[src/rtl/vcap_pkg.sv]
// Shared types and helpers for the video capture writer: FSM states, request layout, RGB444 quantiser.
package vcap_pkg;

  typedef enum logic [1:0] {
    S_WAIT  = 2'd0,
    S_CAPT  = 2'd1,
    S_FLUSH = 2'd2
  } state_t;

  localparam int LINE_W = 9;
  localparam int COL_W  = 9;
  localparam int PIX_W  = 12;
  localparam int REQ_W  = LINE_W + COL_W + PIX_W;

  typedef struct packed {
    logic [LINE_W-1:0] line;
    logic [COL_W-1:0]  col;
    logic [PIX_W-1:0]  data;
  } wr_req_t;

  // Keeps the odd bits so the output stage's bit-doubling expansion reproduces them exactly.
  function automatic logic [3:0] quant4(input logic [7:0] c);
    return {c[7], c[5], c[3], c[1]};
  endfunction

  function automatic logic [PIX_W-1:0] quant_rgb(input logic [23:0] p);
    return {quant4(p[23:16]), quant4(p[15:8]), quant4(p[7:0])};
  endfunction

endpackage

[src/rtl/vcap_wr_fifo.sv]
// Synchronous write-request FIFO with show-ahead head; push+pop in one cycle is always accepted,
// a push into a full FIFO without a pop is dropped and flagged on o_drop.
module vcap_wr_fifo #(
  parameter int DEPTH = 4,
  parameter int W     = 30
) (
  input  logic         i_clk,
  input  logic         i_rst_n,
  input  logic         i_push,
  input  logic [W-1:0] i_data,
  input  logic         i_pop,
  output logic [W-1:0] o_head,
  output logic         o_full,
  output logic         o_empty,
  output logic         o_drop
);

  localparam int AW = $clog2(DEPTH);
  localparam logic [AW:0] FULL_CNT = (AW+1)'(DEPTH);

  logic [W-1:0]  mem [DEPTH];
  logic [AW-1:0] wptr;
  logic [AW-1:0] rptr;
  logic [AW:0]   count;
  logic          pop_ok;
  logic          push_ok;

  assign o_empty = (count == '0);
  assign o_full  = (count == FULL_CNT);
  assign pop_ok  = i_pop & ~o_empty;
  assign push_ok = i_push & (~o_full | pop_ok);
  assign o_drop  = i_push & ~push_ok;
  assign o_head  = mem[rptr];

  // When full, wptr == rptr: the slot being popped is overwritten at the same edge.
  always_ff @(posedge i_clk) begin
    if (push_ok) mem[wptr] <= i_data;
  end

  always_ff @(posedge i_clk or negedge i_rst_n) begin
    if (!i_rst_n) begin
      wptr  <= '0;
      rptr  <= '0;
      count <= '0;
    end else begin
      if (push_ok) wptr <= wptr + 1'b1;
      if (pop_ok)  rptr <= rptr + 1'b1;
      case ({push_ok, pop_ok})
        2'b10:   count <= count + 1'b1;
        2'b01:   count <= count - 1'b1;
        default: count <= count;
      endcase
    end
  end

endmodule

[src/rtl/video_cap_writer.sv]
// Crops/decimates an RGB888 DE/VSYNC stream and queues RGB444 (line, col, data) frame-buffer writes.
// Build option VCAP_PIXEL_AVG_EN: horizontal decimation averages the pixel pair instead of keeping the even one.
module video_cap_writer import vcap_pkg::*; #(
  parameter int FIFO_DEPTH = 4
) (
  input  logic              i_clk,
  input  logic              i_rst_n,
  input  logic              i_enable,
  input  logic              i_vsync,
  input  logic              i_de,
  input  logic [7:0]        i_r,
  input  logic [7:0]        i_g,
  input  logic [7:0]        i_b,
  input  logic [11:0]       i_x_offset,
  input  logic [11:0]       i_y_offset,
  input  logic [11:0]       i_x_win_size,
  input  logic [11:0]       i_y_win_size,
  input  logic              i_x_div2,
  input  logic              i_y_div2,
  output logic              o_wr_req,
  input  logic              i_wr_ack,
  output logic [LINE_W-1:0] o_wr_line,
  output logic [COL_W-1:0]  o_wr_col,
  output logic [PIX_W-1:0]  o_wr_data,
  output logic              o_busy,
  output logic              o_frame_done,
  output logic              o_ovf,
  output logic [1:0]        o_dbg_state
);

  // Write port: o_wr_req is valid whenever the FIFO holds an entry; o_wr_* show the head entry;
  // the head is consumed on any cycle where o_wr_req & i_wr_ack; ack without req has no effect.

  state_t        state;
  state_t        state_nxt;
  logic          frame_start;
  logic          done_nxt;
  logic          vs_q1;
  logic          vs_q2;
  logic          vs_rise;
  logic          p0_de;
  logic          de_d;
  logic [23:0]   p0_pix;
  logic [11:0]   sx;
  logic [11:0]   sy;
  logic [11:0]   rx;
  logic [11:0]   ry;
  logic [11:0]   x_idx;
  logic [11:0]   y_idx;
  logic          in_win;
  logic          emit;
  logic [23:0]   hold_pix;
  logic [23:0]   emit_pix;
  logic          q_valid;
  wr_req_t       q_req;
  wr_req_t       head;
  logic          fifo_push;
  logic          fifo_empty;
  logic          fifo_full;
  logic          fifo_drop;

`ifdef VCAP_PIXEL_AVG_EN
  function automatic logic [7:0] avg8(input logic [7:0] a, input logic [7:0] b);
    logic [8:0] s;
    s = {1'b0, a} + {1'b0, b} + 9'd1;
    return s[8:1];
  endfunction
`endif

  assign vs_rise = vs_q1 & ~vs_q2;

  // Window test runs on the registered pixel, with sx/sy counting pixels already seen.
  assign rx     = sx - i_x_offset;
  assign ry     = sy - i_y_offset;
  assign x_idx  = i_x_div2 ? {1'b0, rx[11:1]} : rx;
  assign y_idx  = i_y_div2 ? {1'b0, ry[11:1]} : ry;
  assign in_win = p0_de && (sx >= i_x_offset) && (sy >= i_y_offset) &&
                  (x_idx < i_x_win_size) && (y_idx < i_y_win_size) &&
                  !(i_y_div2 && ry[0]);
  assign emit   = in_win & (~i_x_div2 | rx[0]);

  always_comb begin
    emit_pix = p0_pix;
    if (i_x_div2) begin
`ifdef VCAP_PIXEL_AVG_EN
      emit_pix = {avg8(hold_pix[23:16], p0_pix[23:16]),
                  avg8(hold_pix[15:8],  p0_pix[15:8]),
                  avg8(hold_pix[7:0],   p0_pix[7:0])};
`else
      emit_pix = hold_pix;
`endif
    end
  end

  always_comb begin
    state_nxt   = state;
    frame_start = 1'b0;
    done_nxt    = 1'b0;
    case (state)
      S_WAIT: begin
        if (vs_rise && i_enable) begin
          state_nxt   = S_CAPT;
          frame_start = 1'b1;
        end
      end
      S_CAPT: begin
        if (vs_rise) state_nxt = S_FLUSH;
      end
      S_FLUSH: begin
        if (fifo_empty) begin
          done_nxt = 1'b1;
          if (i_enable) begin
            state_nxt   = S_CAPT;
            frame_start = 1'b1;
          end else begin
            state_nxt = S_WAIT;
          end
        end
      end
      default: state_nxt = S_WAIT;
    endcase
  end

  always_ff @(posedge i_clk or negedge i_rst_n) begin
    if (!i_rst_n) begin
      state        <= S_WAIT;
      vs_q1        <= 1'b0;
      vs_q2        <= 1'b0;
      p0_de        <= 1'b0;
      de_d         <= 1'b0;
      p0_pix       <= '0;
      sx           <= '0;
      sy           <= '0;
      hold_pix     <= '0;
      q_valid      <= 1'b0;
      q_req        <= '0;
      o_frame_done <= 1'b0;
      o_ovf        <= 1'b0;
    end else begin
      state  <= state_nxt;
      vs_q1  <= i_vsync;
      vs_q2  <= vs_q1;
      p0_de  <= i_de;
      p0_pix <= {i_r, i_g, i_b};
      de_d   <= p0_de;

      if (p0_de)     sx <= sx + 12'd1;
      else if (de_d) sx <= '0;

      if (frame_start)                           sy <= '0;
      else if (de_d && !p0_de && sy != 12'hFFF)  sy <= sy + 12'd1;

      if (in_win && i_x_div2 && !rx[0]) hold_pix <= p0_pix;

      q_valid    <= emit && (state == S_CAPT);
      q_req.line <= y_idx[LINE_W-1:0];
      q_req.col  <= x_idx[COL_W-1:0];
      q_req.data <= quant_rgb(emit_pix);

      o_frame_done <= done_nxt;
      if (frame_start)    o_ovf <= 1'b0;
      else if (fifo_drop) o_ovf <= 1'b1;
    end
  end

  // Anything still in the pipeline after the closing vsync is discarded here.
  assign fifo_push = q_valid && (state == S_CAPT);

  vcap_wr_fifo #(
    .DEPTH (FIFO_DEPTH),
    .W     (REQ_W)
  ) u_fifo (
    .i_clk   (i_clk),
    .i_rst_n (i_rst_n),
    .i_push  (fifo_push),
    .i_data  (q_req),
    .i_pop   (i_wr_ack),
    .o_head  (head),
    .o_full  (fifo_full),
    .o_empty (fifo_empty),
    .o_drop  (fifo_drop)
  );

  assign o_wr_req    = ~fifo_empty;
  assign o_wr_line   = fifo_empty ? '0 : head.line;
  assign o_wr_col    = fifo_empty ? '0 : head.col;
  assign o_wr_data   = fifo_empty ? '0 : head.data;
  assign o_busy      = (state != S_WAIT);
  assign o_dbg_state = state;

endmodule

[config.mk]
export PLATFORM = sky130hd
export DESIGN_NAME = video_cap_writer
export DESIGN_NICKNAME = d
export VERILOG_FILES = /design/src/rtl/vcap_pkg.sv /design/src/rtl/vcap_wr_fifo.sv /design/src/rtl/video_cap_writer.sv
export SDC_FILE = /design/constraint.sdc
export NUM_CORES = 1
export LEC_CHECK = 0
export CORE_ASPECT_RATIO = 0.75
export CORE_MARGIN = 2
export CORE_UTILIZATION = 55
export CTS_BUF_LIST = sky130_fd_sc_hd__clkbuf_8
export CTS_CLUSTER_DIAMETER = 120
export DETAILED_ROUTE_END_ITERATION = 7
export PLACE_DENSITY_LB_ADDON = 0.05
export SYNTH_ARGS = -nofsm -noshare
export SYNTH_HDL_FRONTEND = slang
export SYNTH_SLANG_ARGS = --single-unit
[constraint.sdc]
create_clock -name i_clk -period 5.69 [get_ports i_clk]
set_input_delay 1.138 -clock i_clk [delete_from_list [all_inputs] [get_ports i_clk]]
set_output_delay 1.138 -clock i_clk [all_outputs]
set_load 0.01 [all_outputs]
# Word-level counts from Yosys, hierarchy flattened

Memory sizes are Yosys's and may differ from the RTL's.
Index checks and enable logic that the tools add are counted.

Bits in registers: 118
RAM bits: 120
Memories: 1

Add/subtract/negate cells: 8
Order comparisons: 4
Equal/unequal tests: 9
Mux-type cells: 26
Bitwise operators: 12
Reductions and logical operators: 24

Memories:

| memory     | depth | width | read ports | clocked after Yosys merged registers in | wr ports | RTL line           | source |
|---|---|---|---|---|---|---|---|
| u_fifo.mem | 4     | 30    | 1          | 0                                       | 1        | vcap_wr_fifo.sv:21 | `logic [W-1:0] mem [DEPTH];` |

Operators by type and width:

| kind                                                | number |
|---|---|
| two-way mux 12 bit                                  | 7 |
| adder 12 x 1 -> 12 bit, second input constant       | 2 |
| >= comparator 12 bit                                | 2 |
| < comparator 12 bit                                 | 2 |
| two-way mux 24 bit                                  | 1 |
| subtractor 12 bit                                   | 2 |
| two-way mux 9 bit                                   | 2 |
| logical AND 1 bit                                   | 13 |
| != test 12 bit, second input constant               | 1 |
| two-way mux 1 bit                                   | 10 |
| nonzero test 2 bit                                  | 5 |
| two-way mux 2 bit                                   | 3 |
| != test 2 bit, second input constant                | 3 |
| one-hot mux 2 bit (3 select lines)                  | 1 |
| one-hot mux 3 bit (2 select lines)                  | 1 |
| AND 1 bit                                           | 5 |
| NOT 1 bit                                           | 5 |
| adder 2 x 1 -> 2 bit, second input constant         | 2 |
| equality test 2 x 1 -> 1 bit, second input constant | 2 |
| equality test 2 bit, second input constant          | 2 |
| adder 3 x 1 -> 3 bit, second input constant         | 1 |
| equality test 3 bit, second input constant          | 1 |
| zero test 1 bit                                     | 3 |
| zero test 3 bit                                     | 1 |
| other kinds (5)                                     | 6 |

# Depth between registers and ports, before layout

Depth after elaboration: 9
Mapped depth: 20
Gate-level depth less buffers: 19

# By module

A second synthesis with hierarchy kept.

Cell total of the unflattened synthesis: 775
Area, all modules: 10232.3 um^2

By module, submodules not included:

| module           | instances | cells each | area an instance (um^2) |
|---|---|---|---|
| video_cap_writer | 1         | 566        | 5392.7 |
| vcap_wr_fifo     | 1         | 209        | 4839.6 |

# Worst setup path after synthesis

OpenSTA, ideal clock, no wires.

Kind: input port to flip-flop
Start point: input i_x_offset[0]
End point: register hold_pix[11]
Library setup time: 125 ps
Data arrival time: 4550 ps
Slack: 1014 ps
Cell stages on the path: 19
Buffers on the path: 1
Cell sequence: ha_1 > inv_1 > fa_1 > a21o_1 > a21o_2 > a21oi_1 > nor2_1 > nor2_1 > xor2_1 > mux2i_1 > ha_1 > and4_1 > a221o_1 > a31oi_1 > o21a_1 > o32ai_4 > nor3_4 > buf_12 > mux2_4

Cells in the longest elaborated chain, start to end: 8
Elaborated cells between the ends (all ways): 12

Ends and longest elaborated chain:

| item                           | RTL line                | source |
|---|---|---|
| start: declaration             | video_cap_writer.sv:14  | `input logic [11:0] i_x_offset,` |
| subtractor 12 bit              | video_cap_writer.sv:73  | `assign rx = sx - i_x_offset;` |
| two-way mux 12 bit             | video_cap_writer.sv:75  | `assign x_idx = i_x_div2 ? {1'b0, rx[11:1]} : rx;` |
| via x_idx[5]                   | video_cap_writer.sv:48  | `logic [11:0] x_idx;` |
| < comparator 12 bit            | video_cap_writer.sv:78  | `(x_idx < i_x_win_size) && (y_idx < i_y_win_size) &&` |
| logical AND 1 bit              | video_cap_writer.sv:77  | `assign in_win = p0_de && (sx >= i_x_offset) && (sy >= i_y_offset) &&` |
| logical AND 1 bit (2 in a row) | video_cap_writer.sv:78  |  |
| logical AND 1 bit (2 in a row) | video_cap_writer.sv:153 | `if (in_win && i_x_div2 && !rx[0]) hold_pix <= p0_pix;` |
| end signal: assignment         | video_cap_writer.sv:153 |  |
| end: declaration               | video_cap_writer.sv:52  | `logic [23:0] hold_pix;` |

The timed path passes the listed nets, and every way through them passes these cells.
A chain may end at the register's enable or synchronous reset.

# Worst setup path in the final report

Start point: input i_x_offset[0]
End point: register hold_pix[1]

The elaborated chain is that of the path after synthesis.

==> run summary <==
Status - complete, no violations
Placed cells - 1060
Layout Nets - 990
Setup WS pre-CTS - 146 ps
Synth Area per Inst - 13.8 sq um
Clk Latency, worst-skew pair - 510 ps
Via Count - 6039
Number of antenna violations at the first check in global routing - 0
Initial DRC Count - 283
Post-CTS setup buffers - 0
Maxcap violations - 0
Post-CTS Hold Fix Bufs - 0
CTS Sinks - 214
# IOs - 116
Routability cong. - 0.851
Sequential share of the synthesized area - 59.2%
Yosys warning count - 0
Die ar. - 19400 sq um
CTS tree - yes
Max H-tree Level - 2
PD cells - 380 nW/um^2
Ant. Diodes - 0
Crit-path max cell delay - 500 ps
Area of the mapped netlist - 10100 sq um
Setup TNS Final - 0 ps
RSZ-0062 raised after global routing - no
Post_cts resized - 0
Tmin final - 5030 ps
CTS Root Buffer Type - clkbuf_8
Main flop type after synthesis - edfxtp_1
Final setup fails - 0
DP HPWL - 13800 microns
Syn nets - 867
Crit path required time - 6070 ps
Synth Instances - 731
Pleak - 4.89 nW
Asr flop ratio synth - 43.9%
Core area - 17800 sq um
Crit-path max FO - 12
EDFF count, synth - 120
Worst path arrival time - 5410 ps
CP startpoint kind - input port
Fin cells - 1120
Total GRT Usage - 21.5%
Vias in the first global route - 6262
RR Startpoint - sx[0]
Crit Path Category - input port to flip-flop
CP endpoint kind - flip-flop
Slew Limit Fails - 0
Routed Antenna Nets - 0
Period Utilization, post-route - 88.4%
Global route overflow - 0
Clk_skew - 16.3 ps
Area grow syn2layout - 18.9%
Setup ws final - 661 ps
Die height - 121 microns
Largest net degree at the start of global routing - 55
WL per Instance - 17.8 microns
TritonRoute pass-1 iters - 4
Achievable Freq - 0.199 GHz
DRC viols - 0
Vias per inst - 5.39
Final hold vios - 0
Top delay family on crit path - compound AO/OA/AOI/OAI gates
Worst min-delay path category - flip-flop to flip-flop
Critical-path top delay cell - clkdlybuf4s50_1
Met3 global-route usage - 3.96%
Row cnt - 42
Critical path, cell by cell - clkdlybuf4s50_1 > ha_1 > inv_1 > fa_1 > a21o_1 > a21o_2 > a21oi_1 > nor2_1 > nor2_1 > xor2_1 > mux2i_1 > ha_1 > and4_1 > a221o_1 > a31oi_1 > o21a_1 > o32ai_4 > nor3_4 > buf_12 > mux2_1
CTS Buffer Depth - 3
Worst slew pin tran - 1100 ps
GR Util met2 - 33.9%
Total CTS buffers - 34
PortBufs - 103
Die W - 160 microns
First-pass GRT wire length - 32200 microns
Relative slew slack - 27.0%
Crit path buf inv count - 3
Number of distinct library cells after synthesis - 59
Worst hold start - vs_q1
Power Total - 0.00454 W
Total wire length - 20000 microns
Fillers - 1315
Starting Density - 56.7%
Synthesis-stage register bit count - 214
GRT met1 Usage - 30.9%
GR peak layer - met2
Worst-path clk slew - 60 ps
Layout cells sized above 1 - 14.4%
Maximum VDD drop - 0.197 mV
Worst setup path startpoint - i_x_offset[0]
Yosys cell counts, drive strengths merged, types with 8 or more instances:
cell	instances	area share (%)
mux2i	8	0.80
mux2	35	4.3
nand2	38	1.4
nand2b	8	0.50
a21oi	23	1.2
nor3	8	0.51
inv	62	2.3
and2	36	2.2
nand4	11	0.75
dfrtp	94	23
xnor2	19	1.7
edfxtp	120	36
nand3	14	0.70
clkbuf	12	0.45
o21a	10	0.75
buf	9	0.63
ha	53	6.6
o21ai	28	1.4
nor2	37	1.4
xor2	17	1.5
mux4	30	6.7
a21o	8	0.61
per-layer routing:
metal	wire length (microns)	share of wire [%]	up-vias
met2	8960	45	139
met3	854	4.3	37
met4	418	2.1	0
met5	0	0	-
met1	9730	49	2954
li1	-	-	2909
cell families after synthesis:
group	after synthesis	synth area share (%)
fa+ha+maj	56	7.18
xor+xnor	36	3.13
mux	73	11.8
flops	214	59.2
simple gates	170	8.72
compound gates	99	6.62
buf+inv	83	3.39
power breakdown:
part	leakage, nW	total, W	internal, W	switching (W)
Clock	0.373	0.00121	0.000633	0.000576
Sequential	2.27	0.00198	0.00178	0.000198
Combinational	2.25	0.00135	0.000778	0.000576
Total	4.89	0.00454	0.00319	0.00135
final cells by class:
cell class / instances / area, sq um / area share [%]
clock buffer: 36 / 495 / 4.14
clock inverter: 24 / 130 / 1.09
inverter: 62 / 233 / 1.94
multi-input combinational: 434 / 3780 / 31.5
sequential: 214 / 5960 / 49.8
tap: 242 / 303 / 2.53
timing repair buffer: 108 / 1080 / 9.01
worst paths after layout:
check / cells after the start / to / slack [ps]
max: 20 / hold_pix[1] / 660
min in group asynchronous: 1 / sy[8] / 610
max reg2reg: 20 / hold_pix[1] / 1320
max in group asynchronous: 2 / p0_pix[13] / 3950
min: 0 / vs_q2 / 380
min reg2reg: 0 / vs_q2 / 380
cell usage in the layout, fill, tap and decap left out, types with 10 or more instances in the layout:
cell type,instances
mux2_2,23
xnor2_1,19
o21a_1,10
nand3_1,14
clkbuf_8,36
inv_1,76
ha_1,53
clkdlybuf4s50_1,102
edfxtp_1,120
nor2_1,37
mux4_2,30
xor2_1,17
mux2_4,10
nand4_1,10
dfrtp_1,93
a21oi_1,22
and2_1,32
nand2_1,38
o21ai_0,27
per-stage QoR:
stage          hold WS [ps]  util [%]  cell area, sq um
5_1_grt                 394      67.4             12000
4_1_cts                 387      67.4             12000
3_5_place_dp            374      63.9             11300
3_3_place_gp            366      63.9             11300
6_report                384      67.4             12000
2_1_floorplan           349         -             10100
flip-flops by register name, indices dropped and copies added (netlist names):
signal	count
de_d	1
hold_pix	12
o_dbg_state	2
o_frame_done	1
o_ovf	1
p0_de	1
p0_pix	12
q_req	30
q_valid	1
sx	12
sy	12
u_fifo.count	3
u_fifo.mem	120
u_fifo.rptr	2
u_fifo.wptr	2
vs_q1	1
vs_q2	1
Power figures use the tool's default switching activity.
